### src/rtl/joy_snoop_multi_if.sv
// Bus bundle for the controller-port snooper.
//   cpu_addr  : CPU address bus (16 bits)
//   cpu_data  : CPU data bit D0
//   cpu_rw    : 1 = read, 0 = write
//   joy       : published reports, port p in [p*REPORT_BITS +: REPORT_BITS]
//   joy_valid : per-port one-cycle pulse marking a newly published report
// The master modport is the CPU-bus side that drives cpu_* and observes
// the reports. The slave modport is the snooper itself.
interface joy_snoop_multi_if #(
    parameter int NUM_PORTS   = 1,
    parameter int REPORT_BITS = 8
);
    logic [15:0]                        cpu_addr;
    logic                               cpu_data;
    logic                               cpu_rw;
    logic [NUM_PORTS*REPORT_BITS-1:0]   joy;
    logic [NUM_PORTS-1:0]               joy_valid;

    modport master (output cpu_addr, output cpu_data, output cpu_rw,
                    input joy, input joy_valid);
    modport slave  (input cpu_addr, input cpu_data, input cpu_rw,
                    output joy, output joy_valid);
endinterface

### src/rtl/joy_snoop_multi.sv
// Passive controller-port snooper. It watches $4016 strobe writes and
// $4016/$4017 serial reads on the CPU bus, reassembles each port's report
// (first bit read lands in the MSB), and publishes it with a one-cycle
// valid pulse. With CONFIRM=1 a frame is only published when it matches
// the previous complete frame on the same port, which filters out frames
// corrupted by DMC DMA double reads.
// Ports:
//   m2   : CPU M2, the only clock; all state changes on its falling edge
//   rst  : asynchronous, active-high reset
//   bus  : joy_snoop_multi_if.slave (cpu_addr, cpu_data, cpu_rw in;
//          joy, joy_valid out)
module joy_snoop_multi #(
    parameter int NUM_PORTS   = 1,
    parameter int REPORT_BITS = 8,
    parameter int CONFIRM     = 0
) (
    input  logic                m2,
    input  logic                rst,
    joy_snoop_multi_if.slave    bus
);
    localparam int CW = $clog2(REPORT_BITS + 1);
    localparam int SW = REPORT_BITS - 1;

    typedef enum logic [1:0] {IDLE, LATCH, SHIFT} state_t;

    state_t                 st_q       [NUM_PORTS];
    logic [CW-1:0]          cnt_q      [NUM_PORTS];
    logic [SW-1:0]          sh_q       [NUM_PORTS];
    logic [REPORT_BITS-1:0] joy_q      [NUM_PORTS];
    logic [REPORT_BITS-1:0] cand_q     [NUM_PORTS];
    logic [REPORT_BITS-1:0] frame_d    [NUM_PORTS];
    logic [NUM_PORTS-1:0]   cand_vld_q;
    logic [NUM_PORTS-1:0]   vld_q;
    logic [NUM_PORTS-1:0]   rd_port;
    logic                   strobe_q;

    logic wr_4016;
    logic strobe_set;
    logic strobe_fall;

    // $4017 writes belong to the APU frame counter, so only $4016 matters.
    assign wr_4016     = !bus.cpu_rw && (bus.cpu_addr == 16'h4016);
    assign strobe_set  = wr_4016 && bus.cpu_data;
    assign strobe_fall = wr_4016 && !bus.cpu_data && strobe_q;

    always_comb begin
        rd_port = '0;
        for (int p = 0; p < NUM_PORTS; p++) begin
            rd_port[p] = bus.cpu_rw && (bus.cpu_addr == 16'h4016 + 16'(p));
            frame_d[p] = {sh_q[p], bus.cpu_data};
        end
    end

    always_ff @(negedge m2 or posedge rst) begin
        if (rst) begin
            strobe_q   <= 1'b0;
            vld_q      <= '0;
            cand_vld_q <= '0;
            for (int p = 0; p < NUM_PORTS; p++) begin
                st_q[p]   <= IDLE;
                cnt_q[p]  <= '0;
                sh_q[p]   <= '0;
                joy_q[p]  <= '0;
                cand_q[p] <= '0;
            end
        end else begin
            if (wr_4016) strobe_q <= bus.cpu_data;
            vld_q <= '0;
            for (int p = 0; p < NUM_PORTS; p++) begin
                if (strobe_set) begin
                    // Strobe restarts every port and drops any partial frame.
                    st_q[p]  <= LATCH;
                    cnt_q[p] <= '0;
                    sh_q[p]  <= '0;
                end else if (st_q[p] == LATCH && strobe_fall) begin
                    st_q[p] <= SHIFT;
                end else if (st_q[p] == SHIFT && rd_port[p]) begin
                    cnt_q[p] <= cnt_q[p] + 1'b1;
                    if (cnt_q[p] == CW'(REPORT_BITS - 1)) begin
                        st_q[p] <= IDLE;
                        if (CONFIRM == 0 ||
                            (cand_vld_q[p] && frame_d[p] == cand_q[p])) begin
                            joy_q[p] <= frame_d[p];
                            vld_q[p] <= 1'b1;
                        end
                        cand_q[p]     <= frame_d[p];
                        cand_vld_q[p] <= 1'b1;
                    end else begin
                        sh_q[p] <= {sh_q[p][SW-2:0], bus.cpu_data};
                    end
                end
            end
        end
    end

    always_comb begin
        bus.joy = '0;
        for (int p = 0; p < NUM_PORTS; p++) begin
            bus.joy[p*REPORT_BITS +: REPORT_BITS] = joy_q[p];
        end
    end

    assign bus.joy_valid = vld_q;
endmodule

### src/flat_wrapper.sv
// flat-port wrapper written by rule: the top's interface ports become plain ports
module joy_snoop_multi_flat 
#(
    parameter int NUM_PORTS   = 1,
    parameter int REPORT_BITS = 8,
    parameter int CONFIRM     = 0
)
  (m2, rst, bus_cpu_addr, bus_cpu_data, bus_cpu_rw, bus_joy, bus_joy_valid);
  joy_snoop_multi_if #(.NUM_PORTS(NUM_PORTS), .REPORT_BITS(REPORT_BITS)) bus_i ();
  input  logic m2;
  input  logic rst;
  input wire logic [$bits(bus_i.cpu_addr)-1:0] bus_cpu_addr;
  input wire logic [$bits(bus_i.cpu_data)-1:0] bus_cpu_data;
  input wire logic [$bits(bus_i.cpu_rw)-1:0] bus_cpu_rw;
  output wire logic [$bits(bus_i.joy)-1:0] bus_joy;
  output wire logic [$bits(bus_i.joy_valid)-1:0] bus_joy_valid;
  assign bus_i.cpu_addr = bus_cpu_addr;
  assign bus_i.cpu_data = bus_cpu_data;
  assign bus_i.cpu_rw = bus_cpu_rw;
  assign bus_joy = bus_i.joy;
  assign bus_joy_valid = bus_i.joy_valid;
  joy_snoop_multi #(.NUM_PORTS(NUM_PORTS), .REPORT_BITS(REPORT_BITS), .CONFIRM(CONFIRM)) u_core (.m2(m2), .rst(rst), .bus(bus_i));
endmodule
### config.mk
export PLATFORM = sky130hd
export DESIGN_NAME = joy_snoop_multi_flat
export DESIGN_NICKNAME = d
export VERILOG_FILES = /design/src/rtl/joy_snoop_multi_if.sv /design/src/rtl/joy_snoop_multi.sv /design/src/flat_wrapper.sv
export SDC_FILE = /design/constraint.sdc
export NUM_CORES = 1
export LEC_CHECK = 0
export CAP_MARGIN = 30
export CORE_MARGIN = 5
export CORE_UTILIZATION = 30
export CTS_CLUSTER_SIZE = 24
export DETAILED_ROUTE_END_ITERATION = 8
export HOLD_SLACK_MARGIN = 0.05
export PLACE_DENSITY = 0.54
export RECOVER_POWER = 100
export SETUP_SLACK_MARGIN = 0.2
export SLEW_MARGIN = 20
export SYNTH_ARGS = -nofsm -noshare
export SYNTH_HDL_FRONTEND = slang
export SYNTH_SLANG_ARGS = --single-unit
### constraint.sdc
create_clock -name m2 -period 2.6 [get_ports m2]
set_input_delay 0.65 -clock m2 [delete_from_list [all_inputs] [get_ports m2]]
set_output_delay 0.65 -clock m2 [all_outputs]
set_load 0.01 [all_outputs]
* After elaboration in Yosys (flattened, before gate mapping)
Index checks and enable logic that the tools add are counted.
** Word-level totals
- Register bits :: 23
- Bits of input ports :: 20
- Output and inout bits :: 9
** Operators by class
- $add $sub $neg :: 1
- Equal/unequal tests :: 6
- Multiplexer cells :: 15
- Bitwise logic cells :: 2
- Reductions and logical operators :: 16
** Operators with widths (count)
- $mux 7 :: 4
- $eq 16x15->1 const B :: 1
- $mux 4 :: 3
- $mux 2 :: 4
- $logic_and 1x1->1 :: 7
- $reduce_bool 3->1 :: 2
- $add 4x1->4 const B :: 1
- $eq 4x3->1 const B :: 1
- $mux 1 :: 4
- $ne 2x1->1 const B :: 2
- $reduce_and 2->1 :: 2
- $reduce_and 4->1 :: 1
- $reduce_and 3->1 :: 1
- $eq 2x1->1 const B :: 1
- $eq 2x2->1 const B :: 1
- $logic_not 1->1 :: 2
- $not 1->1 :: 2
- $reduce_bool 2->1 :: 1

* Longest topological paths before layout
- Depth after elaboration :: 7
- Depth in mapped cells :: 7
- Mapped depth without buffers :: 5

==> impl_results.rst <==
.. list-table::
   :header-rows: 1

   * - Metric
     - Value
   * - # fillers
     - 348
   * - Number of port buffers
     - 28
   * - Largest voltage drop on the vdd net
     - 0.236 mV
   * - Worst-Skew Late Latency
     - 280 ps
   * - Most common cell after layout, fill and taps aside
     - sky130_fd_sc_hd__buf_4
   * - Compound-gate portion of the synthesized area
     - 0.128
   * - Total power divided by cell area
     - 366 nW/um^2
   * - Share of post-route cells with drive strength above 1
     - 0.470
   * - Number of vias after detailed routing
     - 1092
   * - Top library cells by usage in the layout, fill and taps aside
     - 26 x sky130_fd_sc_hd__buf_4, 23 x sky130_fd_sc_hd__dfrtn_1, 16 x sky130_fd_sc_hd__buf_2
   * - Clock tree from TritonCTS
     - yes
   * - Slew HR
     - 0.618
   * - Class of the tightest hold or removal check
     - flip-flop to flip-flop
   * - Sink Count
     - 23
   * - Antenna Nets Post-Route
     - 0
   * - Number of enable-type register cells in the synthesized netlist
     - 0
   * - Final count of negative-setup-slack endpoints
     - 32
   * - Clock-pin slew of the registers on the worst-case setup and hold paths
     - 60 ps
   * - H-tree depth
     - 1
   * - Most used flip-flop cell after synthesis
     - sky130_fd_sc_hd__dfrtn_1
   * - Final hold vios
     - 0
   * - Overall die area
     - 5080 um^2
   * - Data arrival time at the worst-slack endpoint
     - 2430 ps
   * - Largest net degree at the start of global routing
     - 24
   * - Sequential area share after synthesis
     - 0.511
   * - Mapped Avg Cell Area
     - 10.6 um^2
   * - Cell Area, Synth
     - 1130 um^2
   * - Buffers from clock root to sink, at most
     - 2
   * - Aggregate routed wire length
     - 3140 um
   * - Type of origin of the critical path
     - input pin
   * - Total nets after synthesis
     - 127
   * - Core region area
     - 3660 um^2
   * - Failing checks
     - setup timing
   * - GPL Wtd Cong
     - 0.718
   * - Total power consumption of the routed design
     - 0.650 mW
   * - Result of the run
     - finished, violations left
   * - Total CTS buffers
     - 3
   * - Worst path cell trace
     - buf_6 -> or4b_4 -> or4_4 -> nor2_8 -> mux2_4
   * - Required time of the critical path
     - 1420 ps
   * - Dominant combinational cell family by area after synthesis
     - simple AND/OR/NAND/NOR gates
   * - Aggregate global routing overflow
     - 0
   * - Fraction of synthesized area in multiplexers
     - 0.0800
   * - All-Layer GR Usage
     - 0.127
   * - Final setup margin
     - -1010 ps
   * - Type of the worst setup path
     - input pin to flip-flop
   * - Category of the worst setup path capture point
     - flip-flop
   * - Die width
     - 71.3 um
   * - Largest stage delay on the critical path
     - 600 ps
   * - Number of antenna violations at the first check in global routing
     - 0
   * - Reg2Reg Setup Slack
     - 740 ps
   * - Critical Path Slowest Stage Cell
     - sky130_fd_sc_hd__or4_4
   * - CTS root buffer
     - sky130_fd_sc_hd__clkbuf_8
   * - Wire length of the first global-routing pass
     - 5240 um
   * - Post-route clock skew
     - 1.76 ps
   * - Number of top-level design ports
     - 29
   * - Post-synthesis xor/xnor area fraction
     - 0
   * - Count of unresolved DRC violations after routing
     - 0
   * - Share of async-settable or async-resettable flops after synthesis
     - 1.00
   * - Count of inserted antenna diode cells
     - 0
   * - Post-synthesis cell type count
     - 28
   * - Least-Margin Pin Slew
     - 573 ps
   * - Total count of max-transition violations in the final report
     - 0
   * - Maximum fanout count along the critical path
     - 8
   * - Flip-flop and latch count after synthesis
     - 23
   * - Nets
     - 186
   * - Chip height
     - 71.3 um
   * - Final HPWL DP
     - 2160 um
   * - Synthesized instance count
     - 106
   * - Leakage
     - 0.860 nW
   * - Worst setup timing slack at the placement stage
     - -1760 ps
   * - Wirelength per Cell
     - 14.8 um
   * - Worst hold-check slack
     - 459 ps
   * - Initial Utilization
     - 0.308
   * - RSZ-0062 raised after global routing
     - yes
   * - Vias per std cell
     - 5.15
   * - Initial DRC Count
     - 50
   * - Simple-gate share of the synthesized area
     - 0.237
   * - DRT Pass-1 Iters
     - 4
   * - Number of warning messages in the yosys log
     - 0
   * - Adder and majority gate portion of the synthesized area
     - 0.0111
   * - Via count of the first global-routing pass
     - 1111
   * - Std-Cell Rows
     - 22
   * - Synthesis-to-finish area growth
     - 57.8%
   * - Number of max-capacitance violations reported
     - 0
## synthesized netlist by cell type, drive strengths merged, types with 3 or more instances
| master | instances | area (um^2) |
|---|---|---|
| nand4 | 9 | 56.3 |
| nand3 | 3 | 15.0 |
| o21ai | 12 | 60.1 |
| mux2 | 8 | 90.1 |
| or3 | 5 | 31.3 |
| dfrtn | 23 | 576 |
| a21oi | 9 | 45.0 |
| inv | 6 | 22.5 |
| nand2 | 5 | 18.8 |
## metrics by stage
stage | instances | util | setup TNS [ps] | cell area, um^2
after floorplan | 106 | - | -24220 | 1160
final | 212 | 0.485 | -21360 | 1780
after CTS | 205 | 0.461 | -22090 | 1690
after global routing | 212 | 0.485 | -22460 | 1780
after global placement | 194 | 0.438 | -38830 | 1600
after detailed placement | 194 | 0.438 | -39400 | 1600
## cells by family (layout without fill, tap and decap cells)
| logic type | count (synthesis) | in the layout |
|---|---|---|
| AOI/OAI and AO/OA | 26 | 26 |
| adders and majority gates | 1 | 1 |
| buffers and inverters | 9 | 67 |
| and+or+nand+nor | 39 | 39 |
| DFF | 23 | 23 |
| muxes | 8 | 8 |
## final cells by class
type                    count  area (um^2)  share of cell area
repair buffers             57          429               0.242
flip-flops and latches     23          576               0.324
inverters                   6         22.5              0.0127
well taps                  48         60.1              0.0338
multi-input cells          74          643               0.362
clock buffers               3         41.3              0.0232
clock inverters             1         5.00             0.00282
## per-layer routing
| metal | track usage | share of wire | up-vias | wire (um) |
|---|---|---|---|---|
| li1 | - | - | 523 | - |
| met1 | 0.166 | 0.45 | 532 | 1400 |
| met2 | 0.212 | 0.50 | 31 | 1580 |
| met3 | 0.0365 | 0.040 | 6 | 125 |
| met4 | 0.0230 | 0.0099 | 0 | 31 |
| met5 | 0 | 0 | - | 0 |
## critical path, delay by kind of cell
family | cells | cell delay (ps)
multiplexers | 1 | 330
buffers and inverters | 1 | 90
AND/OR/NAND/NOR | 3 | 1350
## path summary, 6_finish.rpt
kind	startpoint	endpoint	depth (start not counted)
worst max-delay path	bus_cpu_addr[5]	u_core.bus.joy[2]$_DFFE_NP0P_	5
worst min-delay path	u_core.sh_q[6]$_DFFE_NP0P_	u_core.bus.joy[7]$_DFFE_NP0P_	1
worst max register to register	u_core.st_q[1]$_DFFE_NP0P_	u_core.bus.joy[2]$_DFFE_NP0P_	4
worst min register to register	u_core.sh_q[6]$_DFFE_NP0P_	u_core.bus.joy[7]$_DFFE_NP0P_	1
max in group asynchronous	rst	u_core.sh_q[2]$_DFFE_NP0P_	3
min in group asynchronous	rst	u_core.cnt_q[0]$_DFFE_NP0P_	3
## power breakdown
group	switching [mW]	internal (mW)	leakage [nW]
registers	0.0000578	0.359	0.306
logic	0.0294	0.0359	0.528
clock network	0.118	0.107	0.0255
total	0.147	0.502	0.860
## what timing repair did
action                                 CTS  global route
pin swaps                               10            10
setup endpoints to repair               32            32
endpoints found under the hold margin    0             0
cloned                                   0             0
setup buffers                            7             7
hold buffers                             0             0
gates resized for setup                105            15
## registers in the layout, summed over array words and instances, names as in the netlist
register / count
u_core.bus.joy_valid: 1
u_core.st_q: 2
u_core.sh_q: 7
u_core.bus.joy: 8
u_core.strobe_q: 1
u_core.cnt_q: 4
Note: power is estimated with default switching activity, not from simulation.
